$ cat config.mk
export PLATFORM = sky130hd
export DESIGN_NAME = lcd_cmd_seq_flat
export DESIGN_NICKNAME = d
export VERILOG_FILES = /design/src/rtl/lcd_cmd_seq_if.sv /design/src/rtl/lcd_cmd_seq.sv /design/src/flat_wrapper.sv
export SDC_FILE = /design/constraint.sdc
export NUM_CORES = 1
export LEC_CHECK = 0
export CAP_MARGIN = 20
export CORE_UTILIZATION = 45
export DETAILED_ROUTE_END_ITERATION = 7
export GPL_TIMING_DRIVEN = 0
export PLACE_DENSITY = 0.65
export SYNTH_ARGS = -nofsm -noshare
export SYNTH_HDL_FRONTEND = slang
export SYNTH_SLANG_ARGS = --single-unit
$ cat constraint.sdc
create_clock -name clk -period 15.3 [get_ports clk]
set_input_delay 4.59 -clock clk [delete_from_list [all_inputs] [get_ports clk]]
set_output_delay 4.59 -clock clk [all_outputs]
set_load 0.005 [all_outputs]
$ cat src/rtl/lcd_cmd_seq_if.sv
// Host / LCD-controller signal bundle for lcd_cmd_seq.
// The slave modport is the sequencer's view; master is the host/controller side.
interface lcd_cmd_seq_if;
    logic [2:0] host_cmd;
    logic       host_wr;
    logic       img_we;
    logic [5:0] img_addr;
    logic [7:0] img_wdata;
    logic       busy;
    logic       output_valid;
    logic [2:0] cmd;
    logic       cmd_valid;
    logic [7:0] datain;
    logic       fifo_full;
    logic       fifo_empty;
    logic       cmd_err;
    logic       frame_done;
    logic       timeout_err;

    modport master (
        output host_cmd, host_wr, img_we, img_addr, img_wdata, busy, output_valid,
        input  cmd, cmd_valid, datain, fifo_full, fifo_empty, cmd_err, frame_done, timeout_err
    );

    modport slave (
        input  host_cmd, host_wr, img_we, img_addr, img_wdata, busy, output_valid,
        output cmd, cmd_valid, datain, fifo_full, fifo_empty, cmd_err, frame_done, timeout_err
    );
endinterface

$ cat src/rtl/lcd_cmd_seq.sv
// lcd_cmd_seq: queues host commands, issues them one at a time to an LCD
// controller, streams the 6x6 image buffer after a Load command and waits
// for the controller's 9-pixel output window (with a sticky timeout).
// All outputs come straight from flops; their next values are computed from
// the FSM's next state so they line up with the state register.
module lcd_cmd_seq #(
    parameter int FIFO_DEPTH = 4,
    parameter int TIMEOUT    = 64
) (
    input  logic         clk,
    input  logic         reset,
    lcd_cmd_seq_if.slave bus
);
    localparam int                PTR_W     = (FIFO_DEPTH > 1) ? $clog2(FIFO_DEPTH) : 1;
    localparam int                CNT_W     = PTR_W + 1;
    localparam logic [CNT_W-1:0]  FULL_CNT  = CNT_W'(FIFO_DEPTH);
    localparam logic [7:0]        WAIT_LAST = 8'(TIMEOUT - 1);
    localparam logic [5:0]        PIX_LAST  = 6'd35;
    localparam logic [3:0]        OV_DONE   = 4'd9;
    localparam logic [2:0]        CMD_MAX   = 3'd5;
    localparam logic [2:0]        CMD_LOAD  = 3'd1;

    typedef enum logic [1:0] {
        ST_IDLE   = 2'd0,
        ST_ISSUE  = 2'd1,
        ST_STREAM = 2'd2,
        ST_WAIT   = 2'd3
    } state_t;

    // FIFO
    logic [2:0]       fifo_mem_r [FIFO_DEPTH];
    logic [PTR_W-1:0] wr_ptr_r;
    logic [PTR_W-1:0] rd_ptr_r;
    logic [CNT_W-1:0] count_r;
    logic [CNT_W-1:0] count_next_s;
    logic             full_s;
    logic             push_s;
    logic             pop_s;
    logic [2:0]       fifo_head_s;

    // Image buffer
    logic [7:0]       img_buf_r [36];
    logic             img_wr_s;
    logic             img_err_s;
    logic             cmd_err_s;

    // FSM and counters
    state_t           state_r;
    state_t           state_next_s;
    logic [5:0]       pix_cnt_r;
    logic [5:0]       pix_next_s;
    logic [3:0]       ov_cnt_r;
    logic [3:0]       ov_next_s;
    logic [7:0]       wait_cnt_r;
    logic [7:0]       wait_next_s;
    logic             frame_done_s;
    logic             timeout_set_s;
    logic [7:0]       datain_next_s;

    // Output registers
    logic [2:0]       cmd_r;
    logic             cmd_valid_r;
    logic [7:0]       datain_r;
    logic             fifo_full_r;
    logic             fifo_empty_r;
    logic             cmd_err_r;
    logic             frame_done_r;
    logic             timeout_err_r;

    assign full_s      = (count_r == FULL_CNT);
    assign push_s      = bus.host_wr && (bus.host_cmd <= CMD_MAX) && !full_s;
    assign pop_s       = (state_r == ST_ISSUE);
    assign fifo_head_s = fifo_mem_r[rd_ptr_r];

    // The buffer is frozen while it is being streamed out.
    assign img_wr_s  = bus.img_we && (bus.img_addr <= PIX_LAST) && (state_r != ST_STREAM);
    assign img_err_s = bus.img_we && (state_r == ST_STREAM);
    assign cmd_err_s = (bus.host_wr && ((bus.host_cmd > CMD_MAX) || full_s)) || img_err_s;

    // Next FIFO occupancy; simultaneous push and pop leave it unchanged.
    always_comb begin
        count_next_s = count_r;
        case ({push_s, pop_s})
            2'b10:   count_next_s = count_r + CNT_W'(1);
            2'b01:   count_next_s = count_r - CNT_W'(1);
            default: count_next_s = count_r;
        endcase
    end

    // FIFO storage and pointers; pops only happen in ISSUE so the head is stable in IDLE.
    always_ff @(posedge clk or posedge reset) begin
        if (reset) begin
            for (int i = 0; i < FIFO_DEPTH; i++) begin
                fifo_mem_r[i] <= 3'd0;
            end
            wr_ptr_r <= '0;
            rd_ptr_r <= '0;
            count_r  <= '0;
        end else begin
            if (push_s) begin
                fifo_mem_r[wr_ptr_r] <= bus.host_cmd;
                wr_ptr_r             <= wr_ptr_r + PTR_W'(1);
            end
            if (pop_s) begin
                rd_ptr_r <= rd_ptr_r + PTR_W'(1);
            end
            count_r <= count_next_s;
        end
    end

    // 6x6 image buffer, cleared on reset, written by the host outside STREAM.
    always_ff @(posedge clk or posedge reset) begin
        if (reset) begin
            for (int i = 0; i < 36; i++) begin
                img_buf_r[i] <= 8'd0;
            end
        end else if (img_wr_s) begin
            img_buf_r[bus.img_addr] <= bus.img_wdata;
        end
    end

    // Next-state logic and counter updates for the issue/stream/wait sequencer.
    always_comb begin
        state_next_s  = state_r;
        pix_next_s    = pix_cnt_r;
        ov_next_s     = ov_cnt_r;
        wait_next_s   = wait_cnt_r;
        frame_done_s  = 1'b0;
        timeout_set_s = 1'b0;
        case (state_r)
            ST_IDLE: begin
                if ((count_r != '0) && !bus.busy && !timeout_err_r) begin
                    state_next_s = ST_ISSUE;
                end else begin
                    state_next_s = ST_IDLE;
                end
            end
            ST_ISSUE: begin
                pix_next_s  = 6'd0;
                ov_next_s   = 4'd0;
                wait_next_s = 8'd0;
                if (fifo_head_s == CMD_LOAD) begin
                    state_next_s = ST_STREAM;
                end else begin
                    state_next_s = ST_WAIT;
                end
            end
            ST_STREAM: begin
                if (pix_cnt_r == PIX_LAST) begin
                    pix_next_s   = 6'd0;
                    state_next_s = ST_WAIT;
                end else begin
                    pix_next_s   = pix_cnt_r + 6'd1;
                end
            end
            ST_WAIT: begin
                if (bus.output_valid && (ov_cnt_r != OV_DONE)) begin
                    ov_next_s = ov_cnt_r + 4'd1;
                end else begin
                    ov_next_s = ov_cnt_r;
                end
                // A completed window wins over a timeout in the same cycle.
                if ((ov_cnt_r == OV_DONE) && !bus.busy) begin
                    state_next_s = ST_IDLE;
                    frame_done_s = 1'b1;
                end else if (wait_cnt_r == WAIT_LAST) begin
                    state_next_s  = ST_IDLE;
                    timeout_set_s = 1'b1;
                end else begin
                    wait_next_s = wait_cnt_r + 8'd1;
                end
            end
            default: begin
                state_next_s = ST_IDLE;
            end
        endcase
    end

    // Pixel presented in the cycle the FSM will be in next.
    always_comb begin
        datain_next_s = 8'd0;
        if (state_next_s == ST_STREAM) begin
            datain_next_s = img_buf_r[pix_next_s];
        end else begin
            datain_next_s = 8'd0;
        end
    end

    // State and counter registers.
    always_ff @(posedge clk or posedge reset) begin
        if (reset) begin
            state_r    <= ST_IDLE;
            pix_cnt_r  <= 6'd0;
            ov_cnt_r   <= 4'd0;
            wait_cnt_r <= 8'd0;
        end else begin
            state_r    <= state_next_s;
            pix_cnt_r  <= pix_next_s;
            ov_cnt_r   <= ov_next_s;
            wait_cnt_r <= wait_next_s;
        end
    end

    // Registered outputs; frame_done lands in the first IDLE cycle after WAIT.
    always_ff @(posedge clk or posedge reset) begin
        if (reset) begin
            cmd_r         <= 3'd0;
            cmd_valid_r   <= 1'b0;
            datain_r      <= 8'd0;
            fifo_full_r   <= 1'b0;
            fifo_empty_r  <= 1'b1;
            cmd_err_r     <= 1'b0;
            frame_done_r  <= 1'b0;
            timeout_err_r <= 1'b0;
        end else begin
            if (state_next_s == ST_ISSUE) begin
                cmd_r <= fifo_head_s;
            end
            cmd_valid_r   <= (state_next_s == ST_ISSUE);
            datain_r      <= datain_next_s;
            fifo_full_r   <= (count_next_s == FULL_CNT);
            fifo_empty_r  <= (count_next_s == '0);
            cmd_err_r     <= cmd_err_s;
            frame_done_r  <= frame_done_s;
            timeout_err_r <= timeout_err_r | timeout_set_s;
        end
    end

    assign bus.cmd         = cmd_r;
    assign bus.cmd_valid   = cmd_valid_r;
    assign bus.datain      = datain_r;
    assign bus.fifo_full   = fifo_full_r;
    assign bus.fifo_empty  = fifo_empty_r;
    assign bus.cmd_err     = cmd_err_r;
    assign bus.frame_done  = frame_done_r;
    assign bus.timeout_err = timeout_err_r;
endmodule

$ cat src/flat_wrapper.sv
// flat-port wrapper written by rule: the top's interface ports become plain ports
module lcd_cmd_seq_flat 
#(
    parameter int FIFO_DEPTH = 4,
    parameter int TIMEOUT    = 64
)
  (clk, reset, bus_host_cmd, bus_host_wr, bus_img_we, bus_img_addr, bus_img_wdata, bus_busy, bus_output_valid, bus_cmd, bus_cmd_valid, bus_datain, bus_fifo_full, bus_fifo_empty, bus_cmd_err, bus_frame_done, bus_timeout_err);
  lcd_cmd_seq_if bus_i ();
  input  logic clk;
  input  logic reset;
  input wire logic [$bits(bus_i.host_cmd)-1:0] bus_host_cmd;
  input wire logic [$bits(bus_i.host_wr)-1:0] bus_host_wr;
  input wire logic [$bits(bus_i.img_we)-1:0] bus_img_we;
  input wire logic [$bits(bus_i.img_addr)-1:0] bus_img_addr;
  input wire logic [$bits(bus_i.img_wdata)-1:0] bus_img_wdata;
  input wire logic [$bits(bus_i.busy)-1:0] bus_busy;
  input wire logic [$bits(bus_i.output_valid)-1:0] bus_output_valid;
  output wire logic [$bits(bus_i.cmd)-1:0] bus_cmd;
  output wire logic [$bits(bus_i.cmd_valid)-1:0] bus_cmd_valid;
  output wire logic [$bits(bus_i.datain)-1:0] bus_datain;
  output wire logic [$bits(bus_i.fifo_full)-1:0] bus_fifo_full;
  output wire logic [$bits(bus_i.fifo_empty)-1:0] bus_fifo_empty;
  output wire logic [$bits(bus_i.cmd_err)-1:0] bus_cmd_err;
  output wire logic [$bits(bus_i.frame_done)-1:0] bus_frame_done;
  output wire logic [$bits(bus_i.timeout_err)-1:0] bus_timeout_err;
  assign bus_i.host_cmd = bus_host_cmd;
  assign bus_i.host_wr = bus_host_wr;
  assign bus_i.img_we = bus_img_we;
  assign bus_i.img_addr = bus_img_addr;
  assign bus_i.img_wdata = bus_img_wdata;
  assign bus_i.busy = bus_busy;
  assign bus_i.output_valid = bus_output_valid;
  assign bus_cmd = bus_i.cmd;
  assign bus_cmd_valid = bus_i.cmd_valid;
  assign bus_datain = bus_i.datain;
  assign bus_fifo_full = bus_i.fifo_full;
  assign bus_fifo_empty = bus_i.fifo_empty;
  assign bus_cmd_err = bus_i.cmd_err;
  assign bus_frame_done = bus_i.frame_done;
  assign bus_timeout_err = bus_i.timeout_err;
  lcd_cmd_seq #(.FIFO_DEPTH(FIFO_DEPTH), .TIMEOUT(TIMEOUT)) u_core (.clk(clk), .reset(reset), .bus(bus_i));
endmodule
==> results_dict.tcl <==
set metrics [dict create \
    synth_nets 1369 \
    place_area_um2 17200 \
    fillers 3026 \
    fmax_mhz 137 \
    maxCapViolations 0 \
    cp-start-kind "input pin" \
    worst_pin_slew_ns 1.26 \
    muxShareOfSynthArea 0.268 \
    leakage_nw 8.62 \
    crit_chain "clkdlybuf4s50_1 -> nor4bb_1 -> a311oi_1 -> a221oi_1 -> a31oi_1 -> buf_4 -> or4_1 -> o211ai_1" \
    path_clk_slew_ns 0.06 \
    ys_seq_area_frac 0.534 \
    htreeDepth 2 \
    die_h_um 191 \
    final_nets 1454 \
    place_inst 1829 \
    seqCellArea_um2 8610 \
    postCtsSetupBuffers 0 \
    hp-class "reg -> reg" \
    max-slew-margin-rel 0.161 \
    area_growth_pct 14.9 \
    fin_setup_tns_ns 0 \
    syn_inst 1331 \
    ys_seq_elements 344 \
    vias 11200 \
    final.period_utilization 0.478 \
    start_util 0.462 \
    hold_ws_ns 0.499 \
    final_util 0.531 \
    drt_pass1_iterations 7 \
    antenna_cells 0 \
    worst_slack_ns 7.99 \
    multi_input_area_um2 7120 \
    cp.buffers_inverters 2 \
    die_w_um 191 \
    cts_tree "done" \
    drc_errors 0 \
    coreArea_um2 34900 \
    synth_fa_ha_area_frac 0.0121 \
    grt_overflow_total 0 \
    wirelength_um 45300 \
    grt_max_degree 107 \
    io_pins 40 \
    vias_per_cell 5.91 \
    cp.arrival_ns 7.73 \
    synth_top_family_by_area "multiplexers" \
    syn_area_per_cell_um2 12.1 \
    synth_xor_area_frac 0.00869 \
    hpwl_um 30900 \
    finalClockSkew_ns 0.0110 \
    crit_slowest_cell "or4_1" \
    crit_path_max_incr_delay_ns 0.58 \
    worstPathMaxFanout 8 \
    rsz0062_at_grt "no" \
    clkSinkCount 344 \
    setup_viol 0 \
    power_density_nw_per_um2 183 \
    syn-cell-area_um2 16100 \
    cts_buffers 39 \
    ys.flop_type "dfrtp_1" \
    grtUsageTotal 0.255 \
    synthSimpleGateAreaFrac 0.113 \
    end_kind "flip-flop" \
    io_buffers 36 \
    post-route-cell-area_um2 18500 \
    ys_types 59 \
    stdcell_count 1900 \
    yosys_warnings 0 \
    grt_use_met1 0.369 \
    synth-compound-area-share 0.0401 \
    p_total_mw 3.38 \
    synth-edff-count 0 \
    post-route-min-period_ns 7.31 \
    clk_latency_ns 0.53 \
    synthArstFlopShare 1.00 \
    hold_viol_final 0 \
    vdd_drop_max_mv 0.0926 \
    antenna_left 0 \
    ctsResizeCount 0 \
    cp_data_required_time_ns 15.71 \
    grt_pass1_wl_um 68900 \
    die-area_um2 36600 \
    met3_usage 0.0356 \
    grt_pass1_vias 11200 \
    cts_buffer_depth 3 \
    criticalPathCategory "in -> reg" \
    place.gp.congestion 0.934 \
    path_delay_family "compound AO/OA/AOI/OAI gates" \
    drive_gt1_frac 0.287 \
    drt-wirelength-per-cell_um 23.8 \
    drt_iter0_drc 1124 \
    top_usage_layer "met2" \
    cts-root-buf "clkbuf_16" \
    hold_buffers 0 \
    grt_util_met2 0.388 \
    drv_slew 0 \
    grt_antenna_before_repair 0 \
    rows 68 \
    status "finished clean" \
    place_worst_setup_slack_ns 7.53 \
]
-- path summary, 6_finish.rpt --
| check | end | cells past startpoint | start | slack, ns |
|---|---|---|---|---|
| setup reg to reg | u_core.bus.datain[2] | 13 | u_core.state_r[0] | 10.64 |
| hold reg to reg | u_core.fifo_mem_r[4] | 1 | u_core.fifo_mem_r[4] | 0.50 |
| max in group asynchronous | u_core.img_buf_r[261] | 4 | reset | 9.55 |
| setup / recovery | u_core.bus.datain[1] | 8 | bus_busy | 7.99 |
| hold / removal | u_core.fifo_mem_r[4] | 1 | u_core.fifo_mem_r[4] | 0.50 |
| min in group asynchronous | u_core.fifo_mem_r[4] | 2 | reset | 4.43 |
-- layout make-up --
type | instances | area share
clock inverters | 7 | 0.00506
well taps | 455 | 0.0307
multi-input cells | 884 | 0.384
clock buffers | 63 | 0.0668
plain buffers | 78 | 0.0161
flip-flops and latches | 344 | 0.465
inverters | 25 | 0.00547
repair buffers | 44 | 0.0267
-- per-layer routing --
layer / wire (µm) / share of wire / up-vias
met2: 20300 / 0.45 / 452
met5: 0 / 0 / -
li1: - / - / 4901
met3: 3550 / 0.078 / 110
met4: 1620 / 0.036 / 0
met1: 19800 / 0.44 / 5769
-- cell usage after synthesis (4+ instances only) --
cell       count  area, µm²
buf_2          4       20.0
nand2_1      214        803
nand3_1       63        315
a31oi_1        8       50.1
a21oi_1        9       45.0
clkbuf_1      68        255
o21ai_0       14       70.1
nand3b_1       5       37.5
xor2_1        12        105
a21o_1         6       45.0
or4_1          7       52.6
buf_1          6       22.5
o2111ai_1      6       52.6
and2_1         5       31.3
dfrtp_1      343       8580
a21boi_0       7       52.6
nor3_1         6       30.0
and3_1        23        144
o31ai_1        4       30.0
o211ai_1       6       45.0
nand2b_1       4       25.0
inv_1         24       90.1
xnor2_1        4       35.0
ha_1          14        175
mux4_2        22        495
nor3b_1        4       30.0
mux2i_1       35        350
nand4_1       10       62.6
mux2_2       309       3480
nor2b_1        6       37.5
a311oi_1      11       96.3
nor2_1        41        154
-- kinds of logic (layout without fill, tap and decap cells) --
kind of cell | after synthesis | count (layout)
AOI/OAI and AO/OA | 88 | 88
DFF | 344 | 344
buffers and inverters | 103 | 217
xor gates and xnor gates | 16 | 16
adders and majority gates | 15 | 15
and+or+nand+nor | 399 | 399
muxes | 366 | 366
-- state kept, by name (all words and copies together) (netlist names), 2 cells and up --
register / cells
u_core.ov_cnt_r: 4
u_core.count_r: 3
u_core.bus.cmd: 3
u_core.wr_ptr_r: 2
u_core.img_buf_r: 288
u_core.bus.datain: 8
u_core.pix_cnt_r: 6
u_core.fifo_mem_r: 12
u_core.state_r: 2
u_core.wait_cnt_r: 8
u_core.rd_ptr_r: 2
-- worst register-to-register path, delay by kind of cell (launching register included) --
family	cells	cell delay, ns
adders and majority gates	1	0.15
and+or+nand+nor	2	0.33
DFF	1	0.45
buffers and inverters	6	2.62
AOI/OAI and AO/OA	4	0.93
-- cell usage in the layout, fill, tap and decap left out, types with 13 or more instances in the layout --
master	count
inv_1	23
mux2_2	309
ha_1	14
clkbuf_16	41
and3_1	23
o21ai_0	14
nor2_1	41
clkbuf_8	13
mux4_2	22
clkdlybuf4s50_1	36
mux2i_1	35
clkbuf_1	77
nand3_1	63
dfrtp_1	343
nand2_1	214
-- report_power, final --
part           switching, mW  internal, mW  total [mW]
registers             0.0805          1.05        1.13
clock network          0.378         0.587       0.964
logic                  0.837         0.446        1.28
Note: power is estimated with default switching activity, not from simulation.
